[src/rtl/mul_issue_arbiter.sv]
// rtl/mul_issue_arbiter.sv - round-robin issue arbiter sharing one 3-stage multiplier between two pipes
// Shadows multiplier stages 2 and 3 with valid bits and {port, op, tag}, and returns the tagged result half.
module mul_issue_arbiter #(
   parameter int TAG_W = 4
) (
   input  logic             clk,
   input  logic             rst_n,
   input  logic             req0_valid_i,
   output logic             req0_ready_o,
   input  logic [1:0]       req0_op_i,
   input  logic [31:0]      req0_x_i,
   input  logic [31:0]      req0_y_i,
   input  logic [TAG_W-1:0] req0_tag_i,
   input  logic             req1_valid_i,
   output logic             req1_ready_o,
   input  logic [1:0]       req1_op_i,
   input  logic [31:0]      req1_x_i,
   input  logic [31:0]      req1_y_i,
   input  logic [TAG_W-1:0] req1_tag_i,
   input  logic             flush_i,
   output logic             mul_signed_o,
   output logic [31:0]      mul_x_o,
   output logic [31:0]      mul_y_o,
   output logic [1:0]       mul_stall_o,
   input  logic [63:0]      mul_res_i,
   output logic             resp_valid_o,
   input  logic             resp_ready_i,
   output logic             resp_port_o,
   output logic [TAG_W-1:0] resp_tag_o,
   output logic [31:0]      resp_data_o
);
   localparam logic [1:0] OP_MULH  = 2'b01;
   localparam logic [1:0] OP_MULHU = 2'b10;

   typedef struct packed {
      logic             port;
      logic [1:0]       op;
      logic [TAG_W-1:0] tag;
   } meta_t;

   logic  v2, v3, prio;
   meta_t meta2, meta3, meta_in;
   logic  stall2, stall3, can_accept, grant0, grant1;
   logic  [1:0] op_sel;

   // Flush releases both stalls so the pipeline drains freely while the valids are cleared.
   assign stall3      = v3 & ~resp_ready_i & ~flush_i;
   assign stall2      = stall3 & v2;
   assign mul_stall_o = {stall3, stall2};

   assign can_accept   = ~stall2 & ~flush_i;
   assign grant0       = req0_valid_i & (~req1_valid_i | ~prio) & can_accept;
   assign grant1       = req1_valid_i & (~req0_valid_i | prio) & can_accept;
   assign req0_ready_o = grant0;
   assign req1_ready_o = grant1;

   assign op_sel       = grant1 ? req1_op_i : req0_op_i;
   assign mul_x_o      = grant1 ? req1_x_i : req0_x_i;
   assign mul_y_o      = grant1 ? req1_y_i : req0_y_i;
   assign mul_signed_o = (op_sel != OP_MULHU);
   assign meta_in      = '{port: grant1, op: op_sel, tag: (grant1 ? req1_tag_i : req0_tag_i)};

   always_ff @(posedge clk or negedge rst_n) begin
      if (!rst_n) begin
         v2    <= 1'b0;
         v3    <= 1'b0;
         prio  <= 1'b0;
         meta2 <= '0;
         meta3 <= '0;
      end else begin
         if (grant0)      prio <= 1'b1;
         else if (grant1) prio <= 1'b0;
         if (!stall2) begin
            v2    <= grant0 | grant1;
            meta2 <= meta_in;
         end
         if (!stall3) begin
            v3    <= v2;
            meta3 <= meta2;
         end
         if (flush_i) begin
            v2 <= 1'b0;
            v3 <= 1'b0;
         end
      end
   end

   assign resp_valid_o = v3 & ~flush_i;
   assign resp_port_o  = meta3.port;
   assign resp_tag_o   = meta3.tag;
   assign resp_data_o  = (meta3.op == OP_MULH || meta3.op == OP_MULHU) ? mul_res_i[63:32] : mul_res_i[31:0];
endmodule

[config.mk]
export PLATFORM = sky130hd
export DESIGN_NAME = mul_issue_arbiter
export DESIGN_NICKNAME = d
export VERILOG_FILES = /design/src/rtl/mul_issue_arbiter.sv
export SDC_FILE = /design/constraint.sdc
export NUM_CORES = 1
export LEC_CHECK = 0
export CORE_AREA = 4 4 120 122
export CTS_CLUSTER_SIZE = 40
export DETAILED_ROUTE_END_ITERATION = 10
export DIE_AREA = 0 0 124 126
export GPL_ROUTABILITY_DRIVEN = 1
export PLACE_DENSITY = 0.6
export SLEW_MARGIN = 40
export SYNTH_ARGS = -nofsm -noshare
export SYNTH_HDL_FRONTEND = slang
export SYNTH_SLANG_ARGS = --single-unit
[constraint.sdc]
create_clock -name clk -period 5.4 [get_ports clk]
set_input_delay 1.08 -clock clk [delete_from_list [all_inputs] [get_ports clk]]
set_output_delay 1.08 -clock clk [all_outputs]
set_load 0.02 [all_outputs]
==> metrics.md, run 1 <==
| Metric | Value |
|---|---|
| Outcome | completed |
| Final worst path period share | 86.2% |
| Peak VDD IR | 88.7 uV |
| Clk Latency, worst-skew pair | 0.25 ns |
| Post-Syn Area | 2130 sq um |
| Final instance area | about 5500 sq um |
| Post-layout util | 41.9% |
| First-pass GRT wire length | approximately 17000 microns |
| RSZ-0062 raised after global routing | false |
| Syn Inst Count | between 150 and 200 |
| Max Root-Sink Buffers | 2 |
| # fillers | 1252 |
| Initial antenna violation count | 0 |
| Syn_nets | 398 |
| CTS tree | built |
| CP required | 4.32 ns |
| Worst Tran Pin Value | 0.487 ns |
| Setup violations, final | 0 |
| Placement row count | 42 |
| Initial Util | 16.1% |
| Share of cells above drive strength 1 | 25.1% |
| P&R area growth vs syn | 160% |
| Fin Setup TNS | 0 ns |
| Yosys synthesis warning count | 0 |
| Core area | 13200 sq um |
| Setup Fix Bufs, Post-CTS | 0 |
| H-tree depth | 1 |
| # Max-Cap Violations | 0 |
| Gr usage total | roughly 14% |
| Final Skew | 0.00564 ns |
| Type of origin of the critical path | input port |
| Die ar. | about 16000 sq um |
| Final wirelength | ~12000 microns |
| Register area share after synthesis | about a fifth |
| Global placement routability congestion | 0.918 |
| Critical path class | in2out |
| Worst-path clk slew | 0.05 ns |
| Starting DRT DRC Count | between 40 and 50 |
| Die X | roughly 120 microns |
| Synth Register Bits | 17 |
| Wire length per cell | 18.0 microns |
| Congestion Overflow GR | 0 |
| Register area | between 400 and 500 sq um |
| Achievable Freq | 215 MHz |
| Post-CTS sizing | 0 |
| Tmin final | 4.65 ns |
| Vias in the first global route | 2905 |
| Routed Antenna Nets | 0 |
| Area post-placement | 5440 sq um |
| P_leak | roughly 2.2 nW |
| Netlist cell types | 27 |
| Mean Syn Cell Area | 11.3 sq um |
| CP endpoint kind | output pin |
| Slew Limit Fails | 0 |
| Diode count | 0 |
| Worst hold path class | reg2reg |
| CTS root buf | clkbuf_16 |
| CTS Buf Count | 3 |
| Largest net degree at the start of global routing | 22 |
| Via count | 2676 |
| Vias per cell | 3.99 |
| Fin Hold WS | between 0.5 and 0.6 ns |
| Area of the multi-input gates | 1570 sq um |
| # IOs | 317 |
| # clock sinks | 17 |
| TritonRoute pass-1 iters | 4 |
| DPL Wire Length | 10800 microns |
| # DRC | 0 |
| IO buf count | roughly 320 |
| Fin. Hold Viols | 0 |
| Nets | 705 |
| CP Max Fanout | 18 |
| Hold Buf Count CTS | 0 |
| Slew margin rel. | 67.5% |
| Die H | 126 microns |
| PD cells | about 170 nW/um^2 |
| Arrival @ worst endpoint | 3.57 ns |
layout by cell type (no fill, tap or decap), types with 2 or more instances in the layout:
cell / n
o21ai_0: 7
mux2_4: 27
nand3_1: 2
clkdlybuf4s50_1: 315
clkbuf_16: 3
inv_1: 3
a31oi_1: 7
dfrtp_1: 17
buf_4: 6
mux2_2: 76
nor2b_1: 4
nor2_1: 7
or3b_2: 6
final timing paths:
check / start / end / slack [ns] / depth (start not counted)
min in group asynchronous: rst_n / meta2[5]$_DFFE_PN0N_ / 0.76 / 1
hold reg to reg: resp_port_o$_DFFE_PN0P_ / resp_port_o$_DFFE_PN0P_ / 0.50 / 1
max in group asynchronous: rst_n / meta3[5]$_DFFE_PN0P_ / 4.34 / 1
setup reg to reg: prio$_DFFE_PN0P_ / meta2[1]$_DFFE_PN0N_ / 4.05 / 4
hold / removal: resp_port_o$_DFFE_PN0P_ / resp_port_o$_DFFE_PN0P_ / 0.50 / 1
setup / recovery: flush_i / mul_y_o[7] / 0.75 / 6
logic make-up (layout without fill, tap and decap cells):
logic type	Yosys count	in the layout	synth area share, %
buffers and inverters	24	330	7.24
AO/OA/AOI/OAI	17	17	4.71
XOR/XNOR	1	1	0.412
flip-flops	17	17	20.0
multiplexers	104	104	59.8
AND/OR/NAND/NOR	25	25	7.83
per-layer routing:
| metal | global-route usage (%) | vias to the layer above | routed length (microns) |
|---|---|---|---|
| met1 | 15.6 | 1220 | 4220 |
| met4 | 1.74 | 0 | 47 |
| met3 | 3.95 | 2 | 1430 |
| met2 | 26.7 | 153 | 6390 |
| li1 | - | 1301 | - |
| met5 | 0 | - | 0 |
flip-flops by register name (all words and copies together), names as in the netlist:
register     count
prio             1
meta2            7
resp_port_o      1
resp_tag_o       4
meta3            2
v3               1
v2               1
synthesized netlist by cell type:
cell	count	area, sq um
nand2b_4	1	13.8
buf_6	2	22.5
mux2i_1	1	10.0
nand3b_1	1	7.51
or3b_2	6	52.6
mux2_4	27	405
a21o_1	1	7.51
a21oi_1	1	5.00
dfrtp_1	17	425
nand4bb_1	1	11.3
buf_1	1	3.75
nor3b_1	1	7.51
buf_8	2	30.0
inv_1	3	11.3
or3b_1	1	8.76
nor2_1	7	26.3
o21ai_0	7	35.0
xnor2_1	1	8.76
nor2b_1	4	25.0
buf_4	6	45.0
buf_2	3	15.0
mux2_2	76	856
a41oi_1	1	8.76
nand3_1	2	10.0
clkbuf_1	7	26.3
nand2_1	1	3.75
a31oi_1	7	43.8
metrics by stage:
stage                     std cells  total power [mW]  setup WS (ns)
after detailed placement        666             0.817          0.705
after CTS                       670             0.965          0.697
after floorplan                 188             0.463           1.96
after global placement          666             0.814          0.740
after global routing            670              1.01          0.582
final                           670             0.956          0.747
final cells by class:
class,count,area share [%]
timing repair buffer,323,58.3
multi-input combinational,147,28.4
sequential,17,7.70
tap,176,3.98
clock buffer,3,1.36
inverter,3,0.204
clock inverter,1,0.0905
power by group:
part           switching, mW  internal (mW)  leakage [nW]  total (mW)
logic                  0.257          0.402          1.96       0.659
registers             0.0107          0.142         0.204       0.153
clock network         0.0460         0.0989        0.0409       0.145
worst max-delay path, stage by stage:
cell,delay [ns]
clkdlybuf4s50_1,0.52
nand2b_4,0.24
or3b_4,0.58
buf_4,0.27
mux2_4,0.32
clkdlybuf4s50_1,0.56
No activity file was read; power rests on OpenSTA's default activity.
==> run 2, diff against run 1 <==
--- a/config.mk
+++ b/config.mk
@@ -5,12 +5,12 @@
 export SDC_FILE = /design/constraint.sdc
 export NUM_CORES = 1
 export LEC_CHECK = 0
-export CORE_AREA = 4 4 120 122
+export CORE_AREA = 2 2 121 123
 export CTS_CLUSTER_SIZE = 40
 export DETAILED_ROUTE_END_ITERATION = 10
-export DIE_AREA = 0 0 124 126
+export DIE_AREA = 0 0 123 125
 export GPL_ROUTABILITY_DRIVEN = 1
-export PLACE_DENSITY = 0.6
+export PLACE_DENSITY = 0.58
 export SLEW_MARGIN = 40
 export SYNTH_ARGS = -nofsm -noshare
 export SYNTH_HDL_FRONTEND = slang
==> run 2 against run 1 <==
Effect of this change:
- count of clock-buffer cells in the layout rose by 1
- register-to-register slack lost 0.03 ns
- sequential power is essentially flat
- critical endpoint is now mul_x_o[2]
- cell count rose by 1.2%
==> metrics.md, run 2 (synthesis results as in run 1) <==
| Metric | Value |
|---|---|
| Max Root-Sink Buffers | 2 (unchanged) |
| First-pass GRT wire length | 16800 microns (was 16700 microns) |
| Slack of the critical path | 0.696 ns (was 0.747 ns) |
| Initial Util | 15.0% (was 16.1%) |
| Slew Limit Fails | 0 (unchanged) |
| Hold Crit Start | meta2[3]$_DFFE_PN0N_ (was resp_port_o$_DFFE_PN0P_) |
| Initial antenna violation count | 0 (unchanged) |
| TritonRoute pass-1 iters | 4 (unchanged) |
| R2R Path End | resp_port_o$_DFFE_PN0P_ (was meta2[1]$_DFFE_PN0N_) |
| # DRC | 0 (unchanged) |
| P&R area growth vs syn | 161% (was 160%) |
| WHS Path Cells | 1 (unchanged) |
| IO buf count | 316 (unchanged) |
| Final worst path period share | 87.1% (was 86.2%) |
| Fin. Hold Viols | 0 (unchanged) |
| Commonest cells after routing, fill and taps aside | 315 x clkdlybuf4s50_1, 76 x mux2_2, 27 x mux2_4 (unchanged) |
| Largest Register | meta2 (unchanged) |
| Gr usage total | 14.3% (was 14.0%) |
| Achievable Freq | 213 MHz (was 215 MHz) |
| Placement row count | 44 (was 42) |
| P_leak | 2.21 nW (about the same) |
| Type of origin of the critical path | input port (unchanged) |
| Setup Fix Bufs, Post-CTS | 0 (unchanged) |
| Peak VDD IR | 73.1 uV (was 88.7 uV) |
| Die ar. | 15400 sq um (was 15600 sq um) |
| Vias per cell | 4.04 (was 3.99) |
| Via count | 2738 (was 2676) |
| Hold Path End | resp_tag_o[3]$_DFFE_PN0P_ (was resp_port_o$_DFFE_PN0P_) |
| Fin Setup TNS | 0 ns (unchanged) |
| Critical path class | in2out (unchanged) |
| Diode count | 0 (unchanged) |
| Arrival @ worst endpoint | 3.62 ns (was 3.57 ns) |
| Final Skew | 0.000928 ns (was 0.00564 ns) |
| Clk Latency, worst-skew pair | 0.24 ns (was 0.25 ns) |
| R2R setup slack | 4.02 ns (was 4.05 ns) |
| Worst-path clk slew | 0.05 ns (about the same) |
| CP required | 4.32 ns (about the same) |
| Setup violations, final | 0 (unchanged) |
| Outcome | completed (unchanged) |
| Worst Tran Pin Value | 0.655 ns (was 0.487 ns) |
| CTS Buf Count | 3 (unchanged) |
| CP Max Fanout | 36 (was 18) |
| Final wirelength | 11600 microns (was 12100 microns) |
| Post-CTS sizing | 0 (unchanged) |
| Starting DRT DRC Count | 42 (unchanged) |
| Congestion Overflow GR | 0 (unchanged) |
| Worst hold path class | reg2reg (unchanged) |
| Global placement routability congestion | 0.881 (was 0.918) |
| DPL Wire Length | 10200 microns (was 10800 microns) |
| Nets | 705 (unchanged) |
| R2R Path Start | v3$_DFFE_PN0P_ (was prio$_DFFE_PN0P_) |
| Wire length per cell | 17.1 microns (was 18.0 microns) |
| Vias in the first global route | 3022 (was 2905) |
| Max reg flops | 7 (unchanged) |
| Die H | 125 microns (was 126 microns) |
| RSZ-0062 raised after global routing | false (unchanged) |
| PD cells | 173 nW/um^2 (about the same) |
| CTS root buf | clkbuf_16 (unchanged) |
| Share of cells above drive strength 1 | 24.9% (was 25.1%) |
| # clock sinks | 17 (unchanged) |
| Slew margin rel. | 56.1% (was 67.5%) |
| Tmin final | 4.70 ns (was 4.65 ns) |
| CTS tree | built (unchanged) |
| Largest net degree at the start of global routing | 37 (was 22) |
| # IOs | 317 (unchanged) |
| Place WS | 0.691 ns (was 0.705 ns) |
| Hold Buf Count CTS | 0 (unchanged) |
| Die X | 123 microns (was 124 microns) |
| # Max-Cap Violations | 0 (unchanged) |
| # fillers | 1394 (was 1252) |
| H-tree depth | 1 (unchanged) |
| Routed Antenna Nets | 0 (unchanged) |
| Core area | 14200 sq um (was 13200 sq um) |
| Most common cell after layout, fill and taps aside | clkdlybuf4s50_1 (unchanged) |
| CP endpoint kind | output pin (unchanged) |
| R2R cell count | 3 (was 4) |
run 2: changes by cell type in the layout (fill, tap and decap cells not counted), sizes merged:
cell,previous run,this run
buf,7,8
clkinv,1,0
run 2: report_power, final:
group	switching, mW	total [mW]	internal (mW)
clock network	0.0449	0.145	0.100
logic	0.261	0.662	0.401
registers	0.00920	0.151	0.142
total	0.315	0.958	0.643
run 2: worst max-delay path by stage:
stage               slack [ns]     from  depth (start not counted)            to
floorplan                 1.96  flush_i                          6  mul_signed_o
global placement          0.42  flush_i                          5    mul_x_o[2]
detailed placement        0.69  flush_i                          7    mul_x_o[2]
CTS                       0.67  flush_i                          7    mul_x_o[2]
global route              0.58  flush_i                          7    mul_x_o[1]
finish                    0.70  flush_i                          7    mul_x_o[2]
run 2: metrics by stage:
| stage | instances | instance area (sq um) | util [%] | total power, mW | hold WS [ns] |
|---|---|---|---|---|---|
| global placement | 672 | 5420 | 38.2 | 0.811 | 0.489 |
| floorplan | 188 | 2130 | - | 0.463 | 0.472 |
| global route | 678 | 5540 | 39.0 | 1.01 | 0.521 |
| CTS | 678 | 5540 | 39.0 | 0.968 | 0.507 |
| detailed placement | 674 | 5460 | 38.5 | 0.819 | 0.496 |
| finish | 678 | 5540 | 39.0 | 0.958 | 0.502 |
run 2: cell type report:
type / count / area (sq um) / share of cell area (%)
inverter: 3 / 11.3 / 0.203
timing repair buffer: 323 / 3240 / 58.4
clock buffer: 4 / 78.8 / 1.42
sequential: 17 / 425 / 7.68
tap: 184 / 230 / 4.16
multi-input combinational: 147 / 1560 / 28.1
run 2: per-layer routing:
metal	routed length [microns]	GRT usage, %	up-vias
met5	0	0	-
met4	164	3.14	0
met3	828	3.38	12
met2	6210	27.0	135
met1	4390	16.0	1292
li1	-	-	1299
run 2: worst max-delay path, stage by stage:
cell	delay (ns)
clkdlybuf4s50_1	0.51
nand2b_4	0.24
or3b_4	0.46
buf_12	0.21
buf_12	0.20
mux2_2	0.24
clkdlybuf4s50_1	0.66
==> variant, RTL diff (config.mk and constraints of run 1) <==
Reset style: synchronous (`rst_n`), changed in one clocked block.
--- a/src/rtl/mul_issue_arbiter.sv
+++ b/src/rtl/mul_issue_arbiter.sv
@@ -62,3 +62,3 @@
 
-   always_ff @(posedge clk or negedge rst_n) begin
+   always_ff @(posedge clk) begin
       if (!rst_n) begin
Formal check against the unedited RTL: differs if rst_n is asserted again (counterexample within 4 cycles, from zero or initial values and one cycle with rst_n low); with rst_n held inactive, the same outputs for 10 cycles.
==> variant against run 1 <==
Power shrank 19%. Synthesized area shrank 2.7%. Sequential cell count is the same. First-iteration DRC count grew 12%. Fmax grew 2.4%. Final area shrank 1.5%. Routed wire length shrank 5.4%. Worst setup slack gained 0.11 ns. Critical path type unchanged.
==> variant: results (changes against run 1) <==
stage	metric	value	unit	change
status	status	finished clean		
worst_setup_path	critical path endpoint	mul_x_o[3]		
worst_setup_path	R2R Setup Slk	3.81	ns	-0.24 ns
yosys	register area share after synthesis	16.5	%	-3.6 points
power	Max rail drop VDD	0.0000829	V	-6.5%
power	leak pwr	2.10	nW	-4.8%
timing	Slew HR	64.7	%	-2.8 points
detailed_routing	Met1 Routed Length	4.03	mm	-4.5%
min_path	Hold Path Stages	2		+1
timing	final setup margin	0.856	ns	+0.109 ns
global_routing	GR met1 Demand/Resource	14.2	%	-1.4 points
worst_setup_path	slowest CP cell	clkdlybuf4s50_1		
worst_setup_path	critical path fanouts, max	47		+29
layout	Nets	714		+1.3%
global_routing	grt met2 use	25.7	%	-1.0 points
yosys	synthesized instance count	198		+5.3%
layout	Clock Buffer Count	4		+1
worst_setup_path	Worst Path Arrival	3.46	ns	-0.11 ns
layout	Filler cells	1285		+2.6%
detailed_routing	Initial DRC Count	47		+12%
layout	Non-clock buffer share	58.7	%	+0.44 points
yosys	top cells by count, synth	mux2_2 (69), mux2_4 (27), dfxtp_1 (17), o21ai_0 (12), nor2_1 (10)		
yosys	count of cell types in the netlist	26		-3.7%
global_routing	largest net degree at the start of global routing	48		+120%
layout	fraction of area in multi-input gates	29.2	%	+0.87 points
detailed_routing	WL met3	1.16	mm	-19%
variant: cell types whose count changed in the layout (fill, tap and decap cells not counted), sizes merged, moves of 2 or more:
cell	before	now
dfxtp	0	17
or3b	7	0
mux2i	1	8
nand3	2	7
buf	7	3
dfrtp	17	0
nor2	7	10
a21oi	1	3
mux2	103	96
o21ai	7	12
variant: cells by family after synthesis:
family / share of synthesized area [%]
xor gates and xnor gates: 0.424
AOI/OAI and AO/OA: 6.17
and+or+nand+nor: 8.95
buffers and inverters: 6.96
DFF: 16.5
muxes: 61.0
variant: where the power goes:
group | internal (mW) | switching, mW
clock | 0.100 | 0.0473
sequential | 0.132 | 0.00418
combinational | 0.311 | 0.181
variant: metrics by stage:
step	util, %	hold WS (ns)	cell area [um^2]
2_1_floorplan	-	0.436	2070
3_3_place_gp	40.7	0.443	5370
3_5_place_dp	40.7	0.457	5370
4_1_cts	41.3	0.465	5440
5_1_grt	41.3	0.519	5440
6_report	41.3	0.459	5440
